## src/rtl/output_reader.sv

```systemverilog
// output_reader
//   Buffers results from the compute write path in an 8-entry circular
//   store and streams them to a consumer over valid/ready. Words are grouped
//   into frames of FRAME_LEN; the last word of a frame is flagged and a
//   one-cycle pulse follows its acceptance.
//
// Ports
//   Clock       system clock, rising edge
//   Res_o_read  synchronous reset, active low
//   Wr_en       writer presents a result this cycle
//   Wr_data     result word
//   Wr_full     registered: buffer holds 8 words, writes are dropped
//   O_valid     O_data holds a valid word
//   O_ready     consumer accepts the word this cycle
//   O_data      streamed word
//   O_last      O_data is the final word of its frame
//   Frame_done  one-cycle pulse after the last word of a frame is accepted
//   Ovf_err     sticky: a write was attempted while full
module output_reader #(
    parameter int DATA_W    = 16,
    parameter int FRAME_LEN = 8
) (
    input  logic              Clock,
    input  logic              Res_o_read,
    input  logic              Wr_en,
    input  logic [DATA_W-1:0] Wr_data,
    output logic              Wr_full,
    output logic              O_valid,
    input  logic              O_ready,
    output logic [DATA_W-1:0] O_data,
    output logic              O_last,
    output logic              Frame_done,
    output logic              Ovf_err
);

    localparam int BEAT_W = (FRAME_LEN > 1) ? $clog2(FRAME_LEN) : 1;
    localparam logic [BEAT_W-1:0] LAST_BEAT = BEAT_W'(FRAME_LEN - 1);

    typedef enum logic {S_IDLE, S_STREAM} state_t;

    logic [DATA_W-1:0] r_mem [8];
    logic [2:0]        r_wptr;
    logic [2:0]        r_rptr;
    logic [3:0]        r_occ;
    logic              r_full;
    logic              r_valid;
    logic [DATA_W-1:0] r_data;
    logic [BEAT_W-1:0] r_beat;
    logic              r_done;
    logic              r_ovf;
    state_t            r_state;
    state_t            w_state_nxt;
    logic              w_done_nxt;

    logic              w_wr;
    logic              w_load;
    logic              w_hs;
    logic              w_last;
    logic [3:0]        w_occ_nxt;

    // Fullness is judged on the registered flag, so a read freeing an entry
    // in the same cycle does not rescue a write attempted while full.
    assign w_wr      = Wr_en & ~r_full;
    assign w_load    = (~r_valid | O_ready) & (r_occ != 4'd0);
    assign w_hs      = r_valid & O_ready;
    assign w_last    = r_valid & (r_beat == LAST_BEAT);
    assign w_occ_nxt = r_occ + {3'b000, w_wr} - {3'b000, w_load};

    // Storage needs no reset: the pointers and occupancy define its content.
    always_ff @(posedge Clock) begin
        if (Res_o_read && w_wr) begin
            r_mem[r_wptr] <= Wr_data;
        end
    end

    always_ff @(posedge Clock) begin
        if (!Res_o_read) begin
            r_wptr  <= '0;
            r_rptr  <= '0;
            r_occ   <= '0;
            r_full  <= 1'b0;
            r_valid <= 1'b0;
            r_data  <= '0;
            r_beat  <= '0;
            r_done  <= 1'b0;
            r_ovf   <= 1'b0;
        end else begin
            if (w_wr) begin
                r_wptr <= r_wptr + 3'd1;
            end
            if (Wr_en && r_full) begin
                r_ovf <= 1'b1;
            end
            r_occ  <= w_occ_nxt;
            r_full <= (w_occ_nxt == 4'd8);

            if (w_load) begin
                r_data  <= r_mem[r_rptr];
                r_valid <= 1'b1;
                r_rptr  <= r_rptr + 3'd1;
            end else if (w_hs) begin
                r_valid <= 1'b0;
            end

            // Beat tracks the word currently in the output register.
            if (w_hs) begin
                r_beat <= (r_beat == LAST_BEAT) ? '0 : r_beat + 1'b1;
            end

            r_done <= w_done_nxt;
        end
    end

    always_ff @(posedge Clock) begin
        if (!Res_o_read) begin
            r_state <= S_IDLE;
        end else begin
            r_state <= w_state_nxt;
        end
    end

    always_comb begin
        w_state_nxt = r_state;
        w_done_nxt  = 1'b0;
        case (r_state)
            S_IDLE: begin
                if (w_load) begin
                    w_state_nxt = S_STREAM;
                end
            end
            S_STREAM: begin
                // A load on the frame-closing edge is beat 0 of the next
                // frame, so back-to-back frames stay in STREAM.
                if (w_hs && w_last) begin
                    w_done_nxt  = 1'b1;
                    w_state_nxt = w_load ? S_STREAM : S_IDLE;
                end
            end
            default: w_state_nxt = S_IDLE;
        endcase
    end

    assign Wr_full    = r_full;
    assign O_valid    = r_valid;
    assign O_data     = r_data;
    assign O_last     = w_last;
    assign Frame_done = r_done;
    assign Ovf_err    = r_ovf;

endmodule
```

## config.mk

```make
export PLATFORM = sky130hd
export DESIGN_NAME = output_reader
export DESIGN_NICKNAME = d
export VERILOG_FILES = /design/src/rtl/output_reader.sv
export SDC_FILE = /design/constraint.sdc
export NUM_CORES = 1
export LEC_CHECK = 0
export CORE_ASPECT_RATIO = 1.4
export CORE_MARGIN = 5
export CORE_UTILIZATION = 60
export DETAILED_ROUTE_END_ITERATION = 10
export PLACE_DENSITY_LB_ADDON = 0.2
export SYNTH_ARGS = -nofsm -noshare
export SYNTH_HDL_FRONTEND = slang
export SYNTH_SLANG_ARGS = --single-unit
```

## constraint.sdc

```tcl
create_clock -name Clock -period 8.45 [get_ports Clock]
set_input_delay 2.535 -clock Clock [delete_from_list [all_inputs] [get_ports Clock]]
set_output_delay 2.535 -clock Clock [all_outputs]
set_load 0.01 [all_outputs]
```

==> flow_summary.yaml, run 1 <==
status:
  status: "finished clean"
grt:
  grt_antenna_before_repair: 0
  grt_pass1_vias: 3504
  grt_pass1_wl_mm: 18.73
  overflow: 0
  grt_usage: 0.1951
  grt_start_max_net_pins: 50
place:
  numPortBuffers: 40
  placed_cell_area_um2: 6870
  dp_hpwl_mm: 6.655
  gp_congestion: 0.7525
sta:
  worst_pin_slew_ns: 1.006
  rsz0062_at_grt: "false"
  setup_viol: 0
  min_period_ns: 4.769
  fmax_mhz: 209.7
  skew_ns: 0.008047
  timing.setup.tns_ns: 0
  report.final.slew_viol_count: 0
  hold_slack_ns: 0.4377
  post-route-period-util: 0.5643
  hold_violations: 0
  maxSlewHeadroom: 0.3292
critical_path:
  crit_chain: "clkdlybuf4s50_1, nand2b_1, nand2_2, inv_2, ha_1, inv_1, ha_1, inv_1, fa_1, xnor2_1, and2_1"
  end_kind: "register"
  worst-path-buf-inv: 4
  max_stage_delay_ns: 0.52
  path_class: "in2reg"
  critPathRequiredTime_ns: 8.81
  r2r_slack_ns: 5.71
  worstPathMaxFanout: 36
  critPathTopFamily: "buffers and inverters"
  worst_path_max_delay_cell: "clkdlybuf4s50_1"
  cp-start-kind: "input port"
  cp_data_arrival_time_ns: 5.13
floorplanning:
  coreArea_um2: 10350
  initial_core_util: 0.6112
  rows: 44
  dieWidth_um: 96.78
  dieArea_um2: 12730
  ioPinCount: 41
  dieHeight_um: 131.5
clocking:
  holdBufCountCts: 0
  clk_latency_ns: 0.42
  h-tree-depth: 4
  clk_pin_slew_ns: 0.06
  clockBufferDepth: 2
  cts_tree: "yes"
  post-cts-setup-buffers: 0
  cts_resized: 0
  cts.sinks: 162
  ctsRootBufferMaster: "clkbuf_16"
  cts_made_buffers: 17
yosys:
  synth_edf_count: 128
  ys_ff_latch: 162
  yosysTopAreaCell: "edfxtp_1"
  yosys-top-cells-area: "edfxtp_1 (61%), dfxtp_1 (11%), mux4_1 (5.4%)"
  yosys_warnings: 0
  synth_nets: 406
  syn_area_per_cell_um2: 16.82
  synth_seq_area_share: 0.7152
  ys_types: 35
  postSynth.asyncResetShare: 0
  synth_flop_cell: "edfxtp_1"
  synth_top_area_share: 0.6076
  synthCells: 376
  synth_area_um2: 6326
pwr:
  p_leak_nw: 2.463
  power_w: 0.002336
  p_per_area_nw_per_um2: 315.0
  peakVddDrop_v: 0.0001851
cells_and_area:
  diodes: 0
  seq_area_um2: 4526
  layout-drive-gt1-share: 0.1409
  syn2layout_area_growth_pct: 17.21
  layout.nets: 457
  final_core_util: 0.7164
  multi_input_area_um2: 1648
  layout_common_cells: "edfxtp_1 (128), clkdlybuf4s50_1 (40), a21oi_1 (37), dfxtp_1 (33), mux2i_1 (32)"
  final_area_um2: 7415
  mostFrequentLayoutCell: "edfxtp_1"
  fillers: 688
route:
  drt_iter0_markers: 199
  wl_met3_um: 486
  wl_per_cell_um: 20.34
  post-route-drc-count: 0
  wl_met2_mm: 6.208
  wl_met1_mm: 4.804
  antenna_left: 0
  firstDrtPassIters: 4
  dr_total_vias: 3307
  highest_layer: "met4"
  vias_per_cell: 5.721
  wl_mm: 11.76
hold_path:
  hold_class: "reg2reg"
job:
  max_cap_violations: 0
cell usage after synthesis, types with 5 or more instances:
master    instances
dfxtp_1          34
nor3_1            8
inv_1             8
nand2_1          11
ha_1              9
mux4_1           13
edfxtp_1        128
nor2_1           12
clkbuf_1          5
a21oi_1          37
buf_6             6
o22ai_2          10
mux2i_1          32
o22ai_1           5
o21ai_0          16
cell families (layout without fill, tap and decap cells):
logic type      count (synthesis)  in the layout  share of synthesized area
compound gates                 71             71                    0.07002
xor+xnor                        6              6                   0.008307
fa+ha+maj                      10             10                    0.02097
buf+inv                        29             93                    0.02907
flops                         162            162                     0.7152
mux                            49             49                     0.1189
simple gates                   49             49                    0.03758
flip-flops by register name (all words and copies together), names as in the netlist, 3 cells and up:
signal	count
O_data	16
r_beat	3
r_mem	128
r_occ	4
r_rptr	3
r_wptr	3
power by group:
part / total (W) / leakage [nW] / switching, W / internal (W)
Clock: 0.000701 / 0.249 / 0.000289 / 0.000412
Sequential: 0.000998 / 1.44 / 0.0000470 / 0.000951
Combinational: 0.000637 / 0.776 / 0.000340 / 0.000297
worst paths after layout:
kind            start  cells after the start          to
max           O_ready                     11    r_occ[2]
min           r_state                      2  Frame_done
max reg2reg  r_occ[2]                     12    r_occ[2]
min reg2reg   r_state                      2  Frame_done
per-stage QoR:
step	instances	setup WS (ns)
finish	578	3.681
global route	578	3.442
CTS	578	3.647
detailed placement	546	3.221
global placement	546	3.311
floorplan	376	3.856
worst reg2reg max path: stages, from the launching register on:
cell	delay [ns]
dfxtp_1	0.30
inv_1	0.07
ha_1	0.19
or3b_1	0.40
nand2_2	0.10
inv_2	0.22
ha_1	0.37
inv_1	0.06
ha_1	0.15
inv_1	0.06
fa_1	0.38
xnor2_1	0.22
and2_1	0.17
layout make-up:
type	count	area share
sequential	162	0.6104
multi-input combinational	185	0.2222
timing repair buffer	52	0.06615
clock buffer	23	0.06176
tap	138	0.02329
clock inverter	9	0.01164
inverter	9	0.004556
per-layer routing:
| layer | global-route usage | up-vias |
|---|---|---|
| li1 | - | 1564 |
| met3 | 0.04560 | 22 |
| met4 | 0.08275 | 0 |
| met1 | 0.2288 | 1639 |
| met2 | 0.3429 | 82 |
| met5 | 0 | - |
No activity file was read; power rests on OpenSTA's default activity.
==> inputs of run 2 (changes only) <==
--- a/config.mk
+++ b/config.mk
@@ -7,7 +7,7 @@
 export LEC_CHECK = 0
 export CORE_ASPECT_RATIO = 1.4
 export CORE_MARGIN = 5
-export CORE_UTILIZATION = 60
+export CORE_UTILIZATION = 53
 export DETAILED_ROUTE_END_ITERATION = 10
 export PLACE_DENSITY_LB_ADDON = 0.2
 export SYNTH_ARGS = -nofsm -noshare
==> constraint.sdc (replaced) <==
create_clock -name Clock -period 4.05 [get_ports Clock]
set_input_delay 1.215 -clock Clock [delete_from_list [all_inputs] [get_ports Clock]]
set_output_delay 1.215 -clock Clock [all_outputs]
set_load 0.01 [all_outputs]
==> run 2 against run 1 <==
Final area is 1.4% higher. Worst hold slack better by 0.0042 ns. Routed wire length is 0.40% lower. Clock-buffer cell count is 2 lower. First-iteration DRC count is 1.5% lower. Highest routed layer unchanged. Register-to-register slack worse by 4.0 ns. Largest cell class unchanged. Clock skew is 0.00098 ns higher. Flip-flop and latch count stayed put.
==> flow_summary.yaml, run 2 (synthesized netlist as in run 1, its figures left out) <==
cells_and_area:
  syn2layout_area_growth_pct: 18.81
  regMostFlops: "r_mem"
  diodes: 0
  layout.nets: 458
  largest_reg_flops: 128
  layout-drive-gt1-share: 0.1474
  layout_common_cells: "edfxtp_1 (128), clkdlybuf4s50_1 (40), a21oi_1 (37), dfxtp_1 (33), mux2i_1 (32)"
  mostFrequentLayoutCell: "edfxtp_1"
pwr:
  switchingPower_w: 0.001395
  p_sw_frac: 0.2795
  intPower_w: 0.003594
  clockPowerShare: 0.315
  p_per_area_nw_per_um2: 663.7
  p_leak_nw: 2.513
  peakVddDrop_v: 0.0003322
  p_comb_frac: 0.257
  seq_power_share: 0.429
critical_path:
  critPathTopFamily: "adder cells"
  path_common_cell: "inv_1"
  max_stage_delay_ns: 0.47
  end_kind: "register"
  path_class: "in2reg"
  crit_chain: "clkdlybuf4s50_1, nor2b_1, inv_1, ha_1, inv_1, ha_1, inv_1, fa_1, xnor2_1, and2_1"
  cp-start-kind: "input port"
  worstPathMaxFanout: 6
  worst_path_max_delay_cell: "clkdlybuf4s50_1"
  worst-path-buf-inv: 4
  cp_data_arrival_time_ns: 3.43
  critPathRequiredTime_ns: 4.35
floorplanning:
  dieWidth_um: 102.3
  coreArea_um2: 11760
  dieArea_um2: 14250
  ioPinCount: 41
  initial_core_util: 0.5379
  dieHeight_um: 139.3
  rows: 47
place:
  pre_cts_ws_ns: 0.5051
  gp_congestion: 0.7247
  dp_hpwl_mm: 7.125
  numPortBuffers: 40
sta:
  fmax_mhz: 319.6
  maxSlewHeadroom: 0.3446
  hold_violations: 0
  rsz0062_at_grt: "false"
  min_period_ns: 3.129
  worst_slack_ns: 0.9212
  report.final.slew_viol_count: 0
  post-route-period-util: 0.7725
  setup_viol: 0
  timing.setup.tns_ns: 0
  worst_pin_slew_ns: 0.9831
  skew_ns: 0.009027
grt:
  grt_antenna_before_repair: 0
  grt_pass1_vias: 3409
  grt_pass1_wl_mm: 18.55
  grt_start_max_net_pins: 36
  overflow: 0
  grt_usage: 0.1762
status:
  status: "finished clean"
route:
  firstDrtPassIters: 7
  drt_iter0_markers: 196
  post-route-drc-count: 0
  wl_mm: 11.71
  dr_total_vias: 3321
  vias_per_cell: 5.648
  antenna_left: 0
  wl_per_cell_um: 19.92
clocking:
  h-tree-depth: 4
  clk_latency_ns: 0.41
  cts_resized: 0
  ctsRootBufferMaster: "clkbuf_16"
  clk_pin_slew_ns: 0.06
  clockBufferDepth: 2
  post-cts-setup-buffers: 0
  cts_made_buffers: 17
  holdBufCountCts: 0
  cts_tree: "yes"
  cts.sinks: 162
job:
  max_cap_violations: 0
hold_path:
  hold_class: "reg2reg"
[run 2: tightest hold or removal path: stages (launching register included)]
cell	delay, ns
dfxtp_1	0.31
nand2_1	0.06
nor2_1	0.03
[run 2: metrics by stage]
step	std cells	util	hold WS, ns	area [um2]	power [W]
global route	588	0.6390	0.4622	7516	0.005260
CTS	588	0.6390	0.4406	7516	0.005034
global placement	556	0.5889	0.4298	6927	0.003439
floorplan	376	-	0.4194	6326	0.003053
detailed placement	556	0.5889	0.4322	6927	0.003462
finish	588	0.6390	0.4419	7516	0.004989
[run 2: final cells by class]
class	count	area (um2)
clock buffers	21	450.4
inverters	9	33.78
repair buffers	53	535.5
multi-input cells	185	1648
fillers	855	4245
clock inverters	11	138.9
flip-flops and latches	162	4526
well taps	147	183.9
[run 2: path summary, 6_finish.rpt]
| path | cells after the start | to | slack [ns] | start |
|---|---|---|---|---|
| max | 10 | r_occ[2] | 0.92 | Wr_en |
| min | 2 | Frame_done | 0.44 | r_state |
| max reg2reg | 12 | r_occ[2] | 1.68 | r_occ[2] |
| min reg2reg | 2 | Frame_done | 0.44 | r_state |
[run 2: per-layer routing]
layer	wire, um	GRT usage
met1	4966	0.2284
met2	6119	0.2933
met3	512	0.04206
met4	114	0.05321
met5	0	0
[run 2: power groups by stage]
stage                     logic, W  clock network, W  registers (W)
final                      0.00128           0.00157        0.00214
after global routing       0.00142           0.00168        0.00217
after CTS                  0.00130           0.00159        0.00214
after detailed placement   0.00129                 0        0.00217
after global placement     0.00127                 0        0.00217
after floorplan           0.000913                 0        0.00214
